### config.mk
export PLATFORM = sky130hd
export DESIGN_NAME = cdc_send_flat
export DESIGN_NICKNAME = d
export VERILOG_FILES = /design/src/rtl/cdc_send_if.sv /design/src/rtl/cdc_send.sv /design/src/flat_wrapper.sv
export SDC_FILE = /design/constraint.sdc
export NUM_CORES = 1
export LEC_CHECK = 0
export ABC_CLOCK_PERIOD_IN_PS = 1900
export BUFFER_PORTS_ARGS = -buffer_cell sky130_fd_sc_hd__buf_2
export CORE_ASPECT_RATIO = 0.9
export CORE_UTILIZATION = 49
export DETAILED_ROUTE_END_ITERATION = 7
export GPL_ROUTABILITY_DRIVEN = 1
export PLACE_DENSITY = 0.85
export SKIP_CTS_REPAIR_TIMING = 1
export SYNTH_ARGS = -nofsm -noshare
export SYNTH_HDL_FRONTEND = slang
export SYNTH_SLANG_ARGS = --single-unit
export TNS_END_PERCENT = 1
### constraint.sdc
create_clock -name clk -period 1.9 [get_ports clk]
set_input_delay 0.38 -clock clk [delete_from_list [all_inputs] [get_ports clk]]
set_output_delay 0.38 -clock clk [all_outputs]
set_load 0.05 [all_outputs]
### src/rtl/cdc_send_if.sv
// Source-side bundle of the toggle-handshake crossing.
// master: the sender (drives din_ready/xdata/xreq/busy); slave: producer + destination side.
interface cdc_send_if #(
    parameter int WIDTH = 8
);
    logic [WIDTH-1:0] din;
    logic             din_valid;
    logic             din_ready;
    logic [WIDTH-1:0] xdata;
    logic             xreq;
    logic             xack;
    logic             busy;

    modport master (
        input  din, din_valid, xack,
        output din_ready, xdata, xreq, busy
    );

    modport slave (
        output din, din_valid, xack,
        input  din_ready, xdata, xreq, busy
    );
endinterface

### src/rtl/cdc_send.sv
// Sender half of a toggle-handshake CDC: words held on xdata, flagged by an xreq edge.
// Ports: clk, rst (async, active-high), bus (cdc_send_if.master: din/din_valid/din_ready, xdata/xreq/xack, busy).
module cdc_send #(
    parameter int               WIDTH  = 8,
    parameter logic [WIDTH-1:0] INIT   = '0,
    parameter int               STAGES = 2
) (
    input  logic        clk,
    input  logic        rst,
    cdc_send_if.master  bus
);

    typedef enum logic {
        S_IDLE,
        S_WAIT
    } state_t;

    state_t           state, state_n;
    logic             xreq_q, xreq_n;
    logic [WIDTH-1:0] xdata_q, xdata_n;
    logic [WIDTH-1:0] pend, pend_n;
    logic             pend_valid, pend_valid_n;
    logic [STAGES-1:0] ack_sync;

    logic ack_s;
    logic done;
    logic ready;
    logic accept;

    assign ack_s  = ack_sync[STAGES-1];
    assign done   = (state == S_WAIT) && (ack_s == xreq_q);
    assign ready  = (state == S_IDLE) || !pend_valid;
    assign accept = bus.din_valid && ready;

    always_ff @(posedge clk or posedge rst) begin
        if (rst) begin
            ack_sync <= '0;
        end else begin
            ack_sync <= {ack_sync[STAGES-2:0], bus.xack};
        end
    end

    always_ff @(posedge clk or posedge rst) begin
        if (rst) begin
            state      <= S_IDLE;
            xreq_q     <= 1'b0;
            xdata_q    <= INIT;
            pend       <= INIT;
            pend_valid <= 1'b0;
        end else begin
            state      <= state_n;
            xreq_q     <= xreq_n;
            xdata_q    <= xdata_n;
            pend       <= pend_n;
            pend_valid <= pend_valid_n;
        end
    end

    always_comb begin
        state_n      = state;
        xreq_n       = xreq_q;
        xdata_n      = xdata_q;
        pend_n       = pend;
        pend_valid_n = pend_valid;
        unique case (state)
            S_IDLE: begin
                if (accept) begin
                    xdata_n = bus.din;
                    xreq_n  = ~xreq_q;
                    state_n = S_WAIT;
                end
            end
            S_WAIT: begin
                if (done) begin
                    if (pend_valid) begin
                        // ready is low here, so no accept can collide
                        xdata_n      = pend;
                        xreq_n       = ~xreq_q;
                        pend_valid_n = 1'b0;
                    end else if (accept) begin
                        // bypass: launch the new word straight away
                        xdata_n = bus.din;
                        xreq_n  = ~xreq_q;
                    end else begin
                        state_n = S_IDLE;
                    end
                end else if (accept) begin
                    pend_n       = bus.din;
                    pend_valid_n = 1'b1;
                end
            end
            default: state_n = S_IDLE;
        endcase
    end

    assign bus.din_ready = ready;
    assign bus.xdata     = xdata_q;
    assign bus.xreq      = xreq_q;
    assign bus.busy      = (state == S_WAIT) || pend_valid;

endmodule
### src/flat_wrapper.sv
// flat-port wrapper written by rule: the top's interface ports become plain ports
module cdc_send_flat 
#(
    parameter int               WIDTH  = 8,
    parameter logic [WIDTH-1:0] INIT   = '0,
    parameter int               STAGES = 2
)
  (clk, rst, bus_din, bus_din_valid, bus_xack, bus_din_ready, bus_xdata, bus_xreq, bus_busy);
  cdc_send_if #(.WIDTH(WIDTH)) bus_i ();
  input  logic clk;
  input  logic rst;
  input wire logic [$bits(bus_i.din)-1:0] bus_din;
  input wire logic [$bits(bus_i.din_valid)-1:0] bus_din_valid;
  input wire logic [$bits(bus_i.xack)-1:0] bus_xack;
  output wire logic [$bits(bus_i.din_ready)-1:0] bus_din_ready;
  output wire logic [$bits(bus_i.xdata)-1:0] bus_xdata;
  output wire logic [$bits(bus_i.xreq)-1:0] bus_xreq;
  output wire logic [$bits(bus_i.busy)-1:0] bus_busy;
  assign bus_i.din = bus_din;
  assign bus_i.din_valid = bus_din_valid;
  assign bus_i.xack = bus_xack;
  assign bus_din_ready = bus_i.din_ready;
  assign bus_xdata = bus_i.xdata;
  assign bus_xreq = bus_i.xreq;
  assign bus_busy = bus_i.busy;
  cdc_send #(.WIDTH(WIDTH), .INIT(INIT), .STAGES(STAGES)) u_core (.clk(clk), .rst(rst), .bus(bus_i));
endmodule
==> flow_metrics.tcl, run 1 <==
set metrics [dict create \
    r2r_cells 3 \
    drc 0 \
    antenna_found_initial 0 \
    grt_pass1_wl_um 2794 \
    cp_max_fo 11 \
    cts_buffer_depth 2 \
    slowest_delay_ns 0.50 \
    synth_cell_types 19 \
    reg2reg_slack_ns 0.37 \
    hold_viol 0 \
    synth_top_area_share 0.6009 \
    clock_sinks 21 \
    ys_top_cells_by_count "21 x dfrtp_1, 8 x mux2_2, 8 x o22ai_1" \
    clkTransAtPathRegs_ns 0.11 \
    placedInstanceArea_um2 1013 \
    grt_start_max_net_pins 22 \
    synth_seq_cells 21 \
    insertion_delay_ns 0.30 \
    tns_ns 0 \
    fp.dieW_um 46.54 \
    gp_congestion 0.8034 \
    fp.dieArea_um2 1958 \
    synth.area.top_cells "dfrtp_1 60%, mux2_2 10%, a2bb2oi_1 7.0%, o22ai_1 5.7%, nand2_1 2.6%" \
    finalSetupViolations 0 \
    cts_tree "yes" \
    track_usage 0.2053 \
    antennaDiodeCount 0 \
    status "finished clean" \
    seq_area_frac_synth 0.6009 \
    place_hpwl_um 1212 \
    min_path_type "primary input to async pin" \
    synth_edf_count 0 \
    grt_pass1_vias 615 \
    critPathLaunchType "flip-flop" \
    max_freq_mhz 585.1 \
    worstMarginPinSlew_ns 0.4070 \
    cp_slowest_cell "dfrtp_1" \
    dr.pass1.iters 4 \
    synth_nets 80 \
    nets 106 \
    cts_buffers 3 \
    crit_path_end_kind "output pin" \
    post_drt_wl_per_cell_um 14.49 \
    skew_ns 0.001813 \
    cp_cell_sequence "nand2_2 > buf_2" \
    drive_gt1_frac 0.4301 \
    r2r_start "u_core.bus.xreq" \
    rsz0062_at_grt "no" \
    syn_avg_cell_area_um2 12.86 \
    fp.dieH_um 42.08 \
    routed_wl_um 1695 \
    synth_top_area_cell "dfrtp_1" \
    core_um2 1664 \
    ant_nets 0 \
    ys.flop_type "dfrtp_1" \
    crit_arrival_ns 1.33 \
    finalCritPeriodShare 0.8995 \
    cts_root_buffer "clkbuf_4" \
    htree_levels 1 \
    min_period_ns 1.709 \
    via_count 656 \
    overflow 0 \
    cp.required_ns 1.52 \
    yosys_warnings 0 \
    syn_area_um2 874.6 \
    first_iter_violations 6 \
    fp-row-count 14 \
    n_fill_cell 136 \
    rr_endpoint "u_core.pend[1]" \
    final_cell_area_um2 1044 \
    postSynthCellCount 68 \
    relSlewSlack 0.7278 \
    start_util 0.5256 \
    avgViaCountPerCell 5.607 \
    pin_count 23 \
    area_growth_pct 19.31 \
    drv_cap 0 \
    path_class "flip-flop to output pin" \
    yosysMostFrequentCell "dfrtp_1" \
    drv_slew 0 \
    async_flop_share 1.000 \
    io_buffers 22 \
]
how the worst max path moves through the flow:
stage / start / to / depth (start not counted)
final: u_core.state / bus_din_ready / 2
after floorplan: u_core.bus.xreq / u_core.pend[0] / 3
after CTS: u_core.state / bus_din_ready / 2
after global routing: u_core.state / bus_din_ready / 2
after global placement: u_core.bus.xreq / u_core.pend[3] / 3
after detailed placement: u_core.bus.xreq / u_core.pend[2] / 3
critical path: cells and delay by family, from the launching register on:
kind / cells / cell delay, ns
DFF: 1 / 0.50
buffers and inverters: 1 / 0.30
and+or+nand+nor: 1 / 0.23
layer usage:
layer  vias up  global-route usage  share of wire
li1        300                   -              -
met4         0             0.05294         0.0059
met3         2             0.07759          0.051
met2        19              0.2806           0.49
met5         -                   0              0
met1       335              0.3061           0.46
cell type report:
type | count | area (um^2) | share of cell area
clock inverters | 1 | 5.005 | 0.004796
inverters | 2 | 7.507 | 0.007194
repair buffers | 24 | 125.1 | 0.1199
clock buffers | 3 | 22.52 | 0.02158
well taps | 24 | 30.03 | 0.02878
flip-flops and latches | 21 | 525.5 | 0.5036
multi-input cells | 42 | 327.8 | 0.3141
state kept, by name (all words and copies together) (netlist names):
signal             count
u_core.bus.xreq        1
u_core.bus.xdata       8
u_core.state           1
u_core.pend_valid      1
u_core.ack_sync        2
u_core.pend            8
placed cells by master (no fill, tap or decap):
cell type / count
dfrtp_1: 21
mux2_2: 8
a21bo_2: 1
or2_2: 1
nand2_2: 1
xnor2_1: 1
a32oi_1: 1
xor2_1: 1
buf_4: 2
o21ai_0: 1
buf_2: 22
a2bb2oi_1: 7
clkinv_2: 1
and2b_1: 1
clkbuf_4: 3
a21oi_1: 4
nor3_4: 1
nand2_1: 5
o22ai_1: 8
inv_1: 2
o2bb2a_1: 1
stage by stage:
| stage | hold slack (ns) | std cells | util | setup slack, ns |
|---|---|---|---|---|
| after floorplan | 0.3312 | 68 | - | 0.1829 |
| after global placement | 0.3335 | 113 | 0.6090 | 0.4260 |
| after detailed placement | 0.3372 | 113 | 0.6090 | 0.3793 |
| after CTS | 0.08230 | 117 | 0.6256 | 0.07354 |
| after global routing | 0.08878 | 117 | 0.6271 | 0.1032 |
| final | 0.08038 | 117 | 0.6271 | 0.1909 |
kinds of logic (layout without fill, tap and decap cells):
kind of cell | after synthesis | in the layout | share of synthesized area
AND/OR/NAND/NOR | 9 | 9 | 0.06010
XOR/XNOR | 2 | 2 | 0.02003
flip-flops | 21 | 21 | 0.6009
multiplexers | 8 | 8 | 0.1030
buffers and inverters | 5 | 30 | 0.02718
AO/OA/AOI/OAI | 23 | 23 | 0.1888
Power of run 1 is not shown: default switching activity piles up to over one toggle a cycle in this logic, so the estimate is an artifact.
==> inputs of run 2 (changes only) <==
--- a/config.mk
+++ b/config.mk
@@ -12,6 +12,7 @@
 export DETAILED_ROUTE_END_ITERATION = 7
 export GPL_ROUTABILITY_DRIVEN = 1
 export PLACE_DENSITY = 0.85
+export REMOVE_ABC_BUFFERS = 1
 export SKIP_CTS_REPAIR_TIMING = 1
 export SYNTH_ARGS = -nofsm -noshare
 export SYNTH_HDL_FRONTEND = slang
==> run 2 against run 1 <==
Compared with the run above: core utilization fell by 0.075 points; die area did not move; non-clock buffer count did not move; flip-flop and latch count did not move; worst hold slack got worse by 0.0034 ns.
==> flow_metrics.tcl, run 2 (same netlist as run 1, synthesis figures left out) <==
set metrics [dict create \
    fp.dieW_um 46.54 \
    core_um2 1664 \
    min_path_type "primary input to async pin" \
    rsz0062_at_grt "no" \
    grt_pass1_wl_um 2870 \
    start_util 0.5256 \
    drive_gt1_frac 0.4194 \
    dp.cells 113 \
    drc 0 \
    layout.cells.non_filler 117 \
    track_usage 0.2113 \
    drv_cap 0 \
    crit_path_end_kind "output pin" \
    clkTransAtPathRegs_ns 0.11 \
    reg2reg_slack_ns 0.34 \
    via_count 662 \
    tns_ns 0 \
    cp_max_fo 11 \
    final_core_util 0.6263 \
    area_growth_pct 19.17 \
    final_cell_area_um2 1042 \
    finalSetupViolations 0 \
    antennaDiodeCount 0 \
    rr_endpoint "u_core.pend[1]" \
    dr.pass1.iters 4 \
    nets 106 \
    cts_buffers 3 \
    worstMarginPinSlew_ns 0.4344 \
    cts_buffer_depth 2 \
    fp.dieH_um 42.08 \
    cp_slowest_cell "dfrtp_1" \
    max_freq_mhz 580.9 \
    gp_congestion 0.7772 \
    htree_levels 1 \
    skew_ns 0.001434 \
    antenna_found_initial 0 \
    relSlewSlack 0.7094 \
    slowest_delay_ns 0.50 \
    post_drt_wl_per_cell_um 14.42 \
    min_period_ns 1.721 \
    critPathLaunchType "flip-flop" \
    avgViaCountPerCell 5.658 \
    routed_wl_um 1687 \
    hold_viol 0 \
    drv_slew 0 \
    first_iter_violations 8 \
    io_buffers 22 \
    r2r_start "u_core.bus.xreq" \
    overflow 0 \
    path_class "flip-flop to output pin" \
    place_hpwl_um 1154 \
    r2r_cells 3 \
    finalCritPeriodShare 0.9060 \
    grt_start_max_net_pins 22 \
    ant_nets 0 \
    cp_cell_sequence "nand2_2 > buf_2" \
    cts_tree "yes" \
    status "finished clean" \
    crit_arrival_ns 1.34 \
    n_fill_cell 141 \
    placedInstanceArea_um2 1013 \
    insertion_delay_ns 0.30 \
    pin_count 23 \
    clock_sinks 21 \
    fp-row-count 14 \
    grt_pass1_vias 610 \
    layout_common_cells "22 x buf_2, 21 x dfrtp_1, 8 x mux2_2, 8 x o22ai_1, 7 x a2bb2oi_1" \
    cts_root_buffer "clkbuf_4" \
    layout_commonest_cell "buf_2" \
    fp.dieArea_um2 1958 \
    cp.required_ns 1.52 \
]
==> run 2: routing by layer <==
layer / vias to the layer above / GRT usage / wire length, um
li1: 305 / - / -
met1: 332 / 0.2979 / 795
met2: 23 / 0.3000 / 787
met3: 2 / 0.06466 / 85
met4: 0 / 0.08824 / 18
met5: - / 0 / 0
==> run 2: through the flow <==
stage                     hold slack [ns]  worst slack (ns)
after CTS                         0.07435           0.07323
after global routing              0.08995            0.1047
after detailed placement           0.3418            0.3579
after floorplan                    0.3312            0.1829
final                             0.07697            0.1785
after global placement             0.3329            0.4188
==> run 2: area by class of cell <==
cell class,instances,area [um^2],share of cell area
Tap cell,24,30.03,0.02881
Inverter,2,7.507,0.007203
Clock buffer,4,26.28,0.02521
Timing Repair Buffer,24,125.1,0.1200
Sequential cell,21,525.5,0.5042
Multi-Input combinational cell,42,327.8,0.3145
==> run 2: worst max-delay path: cells and delay by family (launching register included) <==
kind / cells / cell delay (ns)
AND/OR/NAND/NOR: 1 / 0.24
flip-flops: 1 / 0.50
buffers and inverters: 1 / 0.30
==> run 2: worst max-delay path by stage <==
stage                               start              to  depth (start not counted)
after floorplan           u_core.bus.xreq  u_core.pend[0]                          3
final                        u_core.state   bus_din_ready                          2
after global placement    u_core.bus.xreq  u_core.pend[6]                          3
after global routing         u_core.state   bus_din_ready                          2
after detailed placement  u_core.bus.xreq  u_core.pend[0]                          3
after CTS                    u_core.state   bus_din_ready                          2
Power of run 2 is left out for the same reason.
